### src/rtl/mux_scan_ctrl_if.sv
// Handshake/bus bundle between the scan controller and its environment.
// The slave side is the controller itself; the master side drives the
// scan requests and the downstream mux output.
interface mux_scan_ctrl_if #(
  parameter int DWELL_W = 4
);
  logic               start;
  logic               stop;
  logic               cont;
  logic [DWELL_W-1:0] dwell;
  logic               mux_out;
  logic [1:0]         sel;
  logic               busy;
  logic [3:0]         frame;
  logic               frame_valid;

  modport slave (
    input  start, stop, cont, dwell, mux_out,
    output sel, busy, frame, frame_valid
  );

  modport master (
    output start, stop, cont, dwell, mux_out,
    input  sel, busy, frame, frame_valid
  );
endinterface

### src/rtl/mux_scan_ctrl.sv
// Scan controller for a downstream 4:1 mux. It steps the registered select
// through channels 0..3, holds each channel for dwell+1 cycles, captures the
// mux output at the end of each dwell into a shadow register, and publishes
// the complete 4-bit frame with a one-cycle frame_valid pulse. Frames are
// single-shot or continuous; stop ends continuous scanning at a frame boundary.
module mux_scan_ctrl #(
  parameter int DWELL_W = 4
) (
  input logic           clk,
  input logic           rst_n,
  mux_scan_ctrl_if.slave bus
);

  typedef enum logic {
    IDLE = 1'b0,
    SCAN = 1'b1
  } state_t;

  state_t             r_state;
  logic [1:0]         r_sel;
  logic [DWELL_W-1:0] r_cnt;
  logic               r_busy;
  logic [3:0]         r_frame;
  logic               r_frame_valid;
  logic [3:0]         r_shadow;
  logic               r_stop_pending;
  logic [DWELL_W-1:0] r_dwell_q;
  logic               r_cont_q;

  state_t             w_state;
  logic [1:0]         w_sel;
  logic [DWELL_W-1:0] w_cnt;
  logic               w_busy;
  logic [3:0]         w_frame;
  logic               w_frame_valid;
  logic [3:0]         w_shadow;
  logic               w_stop_pending;
  logic [DWELL_W-1:0] w_dwell_q;
  logic               w_cont_q;

  // State register: everything, outputs included, is registered and cleared by async reset.
  always_ff @(posedge clk or negedge rst_n) begin
    if (!rst_n) begin
      r_state        <= IDLE;
      r_sel          <= 2'd0;
      r_cnt          <= '0;
      r_busy         <= 1'b0;
      r_frame        <= 4'b0000;
      r_frame_valid  <= 1'b0;
      r_shadow       <= 4'b0000;
      r_stop_pending <= 1'b0;
      r_dwell_q      <= '0;
      r_cont_q       <= 1'b0;
    end else begin
      r_state        <= w_state;
      r_sel          <= w_sel;
      r_cnt          <= w_cnt;
      r_busy         <= w_busy;
      r_frame        <= w_frame;
      r_frame_valid  <= w_frame_valid;
      r_shadow       <= w_shadow;
      r_stop_pending <= w_stop_pending;
      r_dwell_q      <= w_dwell_q;
      r_cont_q       <= w_cont_q;
    end
  end

  // Next-state logic: dwell counting, per-channel capture and frame hand-off.
  always_comb begin
    w_state        = r_state;
    w_sel          = r_sel;
    w_cnt          = r_cnt;
    w_busy         = r_busy;
    w_frame        = r_frame;
    w_frame_valid  = 1'b0;
    w_shadow       = r_shadow;
    w_stop_pending = r_stop_pending;
    w_dwell_q      = r_dwell_q;
    w_cont_q       = r_cont_q;

    case (r_state)
      IDLE: begin
        w_sel  = 2'd0;
        w_cnt  = '0;
        w_busy = 1'b0;
        if (bus.start) begin
          // stop together with start turns any request into a single frame
          w_state        = SCAN;
          w_busy         = 1'b1;
          w_dwell_q      = bus.dwell;
          w_cont_q       = bus.cont;
          w_stop_pending = bus.stop;
        end else begin
          w_stop_pending = 1'b0;
        end
      end

      SCAN: begin
        // start is ignored here; stop only takes effect at the frame boundary
        if (bus.stop) begin
          w_stop_pending = 1'b1;
        end else begin
          w_stop_pending = r_stop_pending;
        end

        if (r_cnt != r_dwell_q) begin
          w_cnt = r_cnt + DWELL_W'(1);
        end else begin
          w_shadow[r_sel] = bus.mux_out;
          w_cnt           = '0;
          if (r_sel != 2'd3) begin
            w_sel = r_sel + 2'd1;
          end else begin
            // last channel goes straight into frame so it never shows a partial update
            w_frame       = {bus.mux_out, r_shadow[2:0]};
            w_frame_valid = 1'b1;
            w_sel         = 2'd0;
            if (r_cont_q && !r_stop_pending) begin
              w_dwell_q = bus.dwell;
            end else begin
              w_state        = IDLE;
              w_busy         = 1'b0;
              w_stop_pending = 1'b0;
            end
          end
        end
      end

      default: begin
        w_state        = IDLE;
        w_sel          = 2'd0;
        w_cnt          = '0;
        w_busy         = 1'b0;
        w_stop_pending = 1'b0;
      end
    endcase
  end

  assign bus.sel         = r_sel;
  assign bus.busy        = r_busy;
  assign bus.frame       = r_frame;
  assign bus.frame_valid = r_frame_valid;

endmodule

### src/flat_wrapper.sv
// flat-port wrapper written by rule: the top's interface ports become plain ports
module mux_scan_ctrl_flat 
#(
  parameter int DWELL_W = 4
)
  (clk, rst_n, bus_start, bus_stop, bus_cont, bus_dwell, bus_mux_out, bus_sel, bus_busy, bus_frame, bus_frame_valid);
  mux_scan_ctrl_if #(.DWELL_W(DWELL_W)) bus_i ();
  input logic clk;
  input logic rst_n;
  input wire logic [$bits(bus_i.start)-1:0] bus_start;
  input wire logic [$bits(bus_i.stop)-1:0] bus_stop;
  input wire logic [$bits(bus_i.cont)-1:0] bus_cont;
  input wire logic [$bits(bus_i.dwell)-1:0] bus_dwell;
  input wire logic [$bits(bus_i.mux_out)-1:0] bus_mux_out;
  output wire logic [$bits(bus_i.sel)-1:0] bus_sel;
  output wire logic [$bits(bus_i.busy)-1:0] bus_busy;
  output wire logic [$bits(bus_i.frame)-1:0] bus_frame;
  output wire logic [$bits(bus_i.frame_valid)-1:0] bus_frame_valid;
  assign bus_i.start = bus_start;
  assign bus_i.stop = bus_stop;
  assign bus_i.cont = bus_cont;
  assign bus_i.dwell = bus_dwell;
  assign bus_i.mux_out = bus_mux_out;
  assign bus_sel = bus_i.sel;
  assign bus_busy = bus_i.busy;
  assign bus_frame = bus_i.frame;
  assign bus_frame_valid = bus_i.frame_valid;
  mux_scan_ctrl #(.DWELL_W(DWELL_W)) u_core (.clk(clk), .rst_n(rst_n), .bus(bus_i));
endmodule
### config.mk
export PLATFORM = sky130hd
export DESIGN_NAME = mux_scan_ctrl_flat
export DESIGN_NICKNAME = d
export VERILOG_FILES = /design/src/rtl/mux_scan_ctrl_if.sv /design/src/rtl/mux_scan_ctrl.sv /design/src/flat_wrapper.sv
export SDC_FILE = /design/constraint.sdc
export NUM_CORES = 1
export LEC_CHECK = 0
export CAP_MARGIN = 20
export CORE_MARGIN = 4
export CORE_UTILIZATION = 55
export CTS_CLUSTER_DIAMETER = 200
export DETAILED_ROUTE_END_ITERATION = 6
export DONT_BUFFER_PORTS = 1
export GPL_TIMING_DRIVEN = 0
export MAX_ROUTING_LAYER = met4
export PLACE_DENSITY = 0.7
export SLEW_MARGIN = 20
export SYNTH_ARGS = -nofsm -noshare
export SYNTH_HDL_FRONTEND = slang
export SYNTH_SLANG_ARGS = --single-unit
### constraint.sdc
create_clock -name clk -period 2.6 [get_ports clk]
set_input_delay 0.39 -clock clk [delete_from_list [all_inputs] [get_ports clk]]
set_output_delay 0.39 -clock clk [all_outputs]
set_load 0.05 [all_outputs]
Yosys cells after proc, flatten, opt, wreduce, memory -nomap -nowiden
Cells that the tools add are included.
Operators by class
  add/subtract/negate cells: 2
  multiply operators: 0
  div/mod/pow operators: 0
  $lt $le $gt $ge: 2
  equality and inequality tests: 7
  shift-type cells: 0
  mux-type cells: 31
  bitwise gates (word level): 3
  reduce and logical (&&, ||, !) cells: 8
Operators with widths (count)
  $mux 4: 5
  $mux 1: 16
  $pmux 4 s2: 2
  $ne 2x2->1 const B: 6
  $pmux 1 s2: 3
  $reduce_and 3->1: 2
  $add 4x1->4 const B: 1
  $bwmux 4: 1
  $mux 2: 2
  $ne 4x4->1: 1
  $pmux 2 s2: 1
  $reduce_and 2->1: 2
  $reduce_and 4->1: 1
  $lt 2x3->1 const B: 1
  $not 1->1: 3
  $add 2x1->2 const B: 1
  $demux 1 s2: 1
  $ge 2x1->1 const B: 1
  $logic_and 1x1->1: 2
  $logic_not 1->1: 1
Storage, ports and cells
  flip-flop bits (word level): 23
  bits in latches: 0
  bits in writable memories: 0
  bits in read-only memories: 0
  bits of input ports: 10
  output and inout port bits: 8
  word-level logic and storage cells: 63
  memories: 0

Depth between registers and ports, before layout
  depth in word-level cells: 6
  mapped depth: 5
  gate-level depth less buffers: 5

Least setup slack after synthesis
No wires, ideal clock.
  path kind: reg-to-reg
  start point: reg u_core.r_cnt[1]
  end point: reg u_core.r_frame[0], in the netlist u_core.bus.frame[0]
  library setup time: 0.125 ns
  arrival: 1.651 ns
  required time: 2.475 ns
  slack: 0.824 ns
  cell stages (with the launch flop): 6
  path buffers: 1
  period minus slack after synthesis: 1.776 ns
  path through: dfrtp_1 -> xor2_1 -> nor4_4 -> and3_1 -> buf_6 -> mux2_4
Between the ends
  longest elaborated chain between the ends: 3
RTL lines
  start, declared: RTL line mux_scan_ctrl.sv:21  | logic [DWELL_W-1:0] r_cnt;
  start signal, assigned: RTL line mux_scan_ctrl.sv:57  | r_cnt <= w_cnt;
  $ne 4x4->1: RTL line mux_scan_ctrl.sv:106  | if (r_cnt != r_dwell_q) begin
  $not 1->1 (no line)
  $reduce_and 3->1 (no line)
  end signal, assigned: RTL line mux_scan_ctrl.sv:59  | r_frame <= w_frame;
  end, declared: RTL line mux_scan_ctrl.sv:23  | logic [3:0] r_frame;
Every way passes these cells.
A chain may end at the register's enable or synchronous reset.

Worst setup path in the final report
  start point: reg u_core.r_cnt[0]
  end point: reg u_core.r_frame[0], in the netlist u_core.bus.frame[0]
Same word-level chain as after synthesis.

==> flow_summary.ini <==
[synthesis]
syn_nets = 93
yosys-mux-area-fraction_pct = 15.9
ys_types = 19
synth-seq-cells = 22
synth_xor_area_share_pct = 6.10
yosys.area_share.simple_pct = 10.7
synth_area_per_cell_um2 = 12.9
synth_area_um2 = 1000
synth_fa_ha_area_share_pct = 6.23
ys_warn_count = 0
ys_seq_area_share_pct = 54.8
synth_compound_area_share_pct = 3.24
synth_top_family_by_area = multiplexers
synthCells = 78

[timing]
period_share_pct = 75.2
fin_crit_ps = 1950
hold_ws_ps = 10.1
max_freq_ghz = 0.512
final_max_slew_viol_count = 0
relSlewSlack_pct = 60.8
rsz0062_at_grt = false
hold_violations = 0
clock_skew_ps = 9.47
setup_viol = 0
fin_setup_tns_ps = 0
worstMarginPinSlew_ps = 588
layout_setup_ws_ps = 645

[clocking]
cts_max_level = 1
cts_resized = 0
clk_pin_slew_ps = 130
cts_tree = yes
cts_sinks = 22
cts_root_buf = clkbuf_4
cts_buffers = 3
worstSkewPairLatency_ps = 310
clock_tree.buffer_depth = 2

[placed_design]
dp_slack_ps = 650
dp.cells = 103
place.gp.congestion = 0.740
portBuffers = 0
dpl.hpwl_um = 1120

[power]
p_leak_nw = 0.500
ir_drop_mv = 0.550
power.density_nw_per_um2 = 1310

[global_route]
grt-ovfl-total = 0
grt_max_degree = 23
globalRouteTotalUtil_pct = 14.5
grt_pass1_wl_um = 2700
grt_pass1_vias = 626
antenna_found_initial = 0

[cells_and_area]
syn2layout_area_growth_pct = 8.84
fin_nets = 99
fin_cells = 108
layout_common_cells = dfrtp_1 (22), mux2_2 (8), nor2_1 (7)
layout_commonest_cell = dfrtp_1
drive_above_1_share_pct = 24.1
antenna_cells = 0
final-seq-area_um2 = 551
fillers = 137
multi_input_comb_area_um2 = 424

[worst_setup_path]
crit_slowest_cell = nor4_4
critPathLaunchType = flop
cp-end-kind = flop
worst_ep_arrival_time_ps = 2170
critical_path_required_ps = 2810
path_class = reg -> reg
cp_max_fo = 9
path_cells = xor2_1 -> nor4_4 -> and3_1 -> buf_6 -> mux2_4
cpPeakStageDelay_ps = 520

[detailed_routing]
ant_nets = 0
first_pass_iters = 4
drc = 0
wl_um = 1510
wl_per_cell_um = 14.0
vias = 577
drt_iter0_markers = 8
viasPerCell = 5.34

[run]
max_cap_viol_count = 0

[floorplan]
ios = 18
core_um2 = 1730
dieArea_um2 = 2570
start_util_pct = 58.2
die_h_um = 50.7
fp.dieW_um = 50.7
std_cell_rows = 15

[run_status]
status = finished clean

[worst_hold_path]
hold_class = in -> async
[stage by stage]
stage          cell area, µm²  power [W]  utilization (%)
2_1_floorplan            1000    0.00110                -
3_3_place_gp             1040    0.00116             60.0
3_5_place_dp             1040    0.00118             60.0
5_1_grt                  1090    0.00152             63.3
6_report                 1090    0.00143             63.3
4_1_cts                  1100    0.00145             63.6
[repair_timing]
action,CTS,global route
hold endpoints to repair,22,0
buffers inserted,0,0
hold buffers,1,0
[kinds of logic (layout without fill, tap and decap cells)]
logic type | after synthesis | count (layout)
buffers and inverters | 6 | 11
AND/OR/NAND/NOR | 20 | 20
multiplexers | 13 | 13
AO/OA/AOI/OAI | 5 | 5
adder cells (fa/ha/maj) | 5 | 5
XOR/XNOR | 7 | 7
flip-flops | 22 | 22
[synth_stat cells]
| library cell | instances | area share, % |
|---|---|---|
| nand2b_1 | 2 | 1.2 |
| a22oi_1 | 1 | 0.75 |
| and3_1 | 2 | 1.2 |
| ha_1 | 5 | 6.2 |
| dfrtp_1 | 22 | 55 |
| nor2_1 | 7 | 2.6 |
| inv_1 | 4 | 1.5 |
| clkbuf_1 | 1 | 0.37 |
| a22o_2 | 1 | 1.0 |
| mux2_2 | 8 | 9.0 |
| mux2_4 | 4 | 6.0 |
| buf_6 | 1 | 1.1 |
| xnor2_1 | 2 | 1.7 |
| nand2_1 | 4 | 1.5 |
| xor2_1 | 5 | 4.4 |
| nand3_1 | 4 | 2.0 |
| nor4_4 | 1 | 2.1 |
| o21ai_0 | 3 | 1.5 |
| mux2i_1 | 1 | 1.0 |
[registers in the layout, summed over array words and instances, names as in the netlist]
| register | cells |
|---|---|
| u_core.r_shadow | 3 |
| u_core.r_cnt | 4 |
| u_core.r_stop_pending | 1 |
| u_core.bus.sel | 2 |
| u_core.r_dwell_q | 4 |
| u_core.bus.busy | 1 |
| u_core.bus.frame | 4 |
| u_core.r_cont_q | 1 |
| u_core.bus.frame_valid | 1 |
| u_core.r_state | 1 |
[layout make-up]
class | instances | share of cell area [%]
inverters | 4 | 1.37
flip-flops and latches | 22 | 50.3
plain buffers | 2 | 1.37
clock buffers | 3 | 2.06
well taps | 25 | 2.86
repair buffers | 1 | 0.458
clock inverters | 1 | 2.75
multi-input cells | 50 | 38.8
[final timing paths]
| kind | startpoint | cells after the start | end | slack, ps |
|---|---|---|---|---|
| max | u_core.r_cnt[0] | 5 | u_core.bus.frame[0] | 650 |
| max in group asynchronous | rst_n | 1 | u_core.r_cnt[1] | 2250 |
| min | rst_n | 1 | u_core.bus.frame[1] | 10 |
| max reg2reg | u_core.r_cnt[0] | 5 | u_core.bus.frame[0] | 650 |
| min reg2reg | u_core.r_shadow[1] | 1 | u_core.bus.frame[1] | 520 |
| min in group clk | bus_start | 2 | u_core.r_stop_pending | 210 |
[metal layers]
metal / wire length (µm) / global-route usage, % / vias up
met5: 0 / - / -
met4: 21 / 6.73 / 0
met3: 84 / 3.26 / 4
met2: 746 / 23.5 / 17
met1: 654 / 17.3 / 283
li1: - / - / 273
[report_power, final]
group	switching (W)	total [W]	internal, W
registers	0.000292	0.000779	0.000487
clock network	0.000107	0.000262	0.000156
logic	0.000180	0.000390	0.000209
total	0.000578	0.00143	0.000853
[worst max-delay path: cells and delay by family (launching register included)]
family,cells,cell delay [ps]
xor+xnor,1,200
flops,1,450
mux,1,300
buf+inv,1,140
simple gates,2,770
Power figures use the tool's default switching activity.
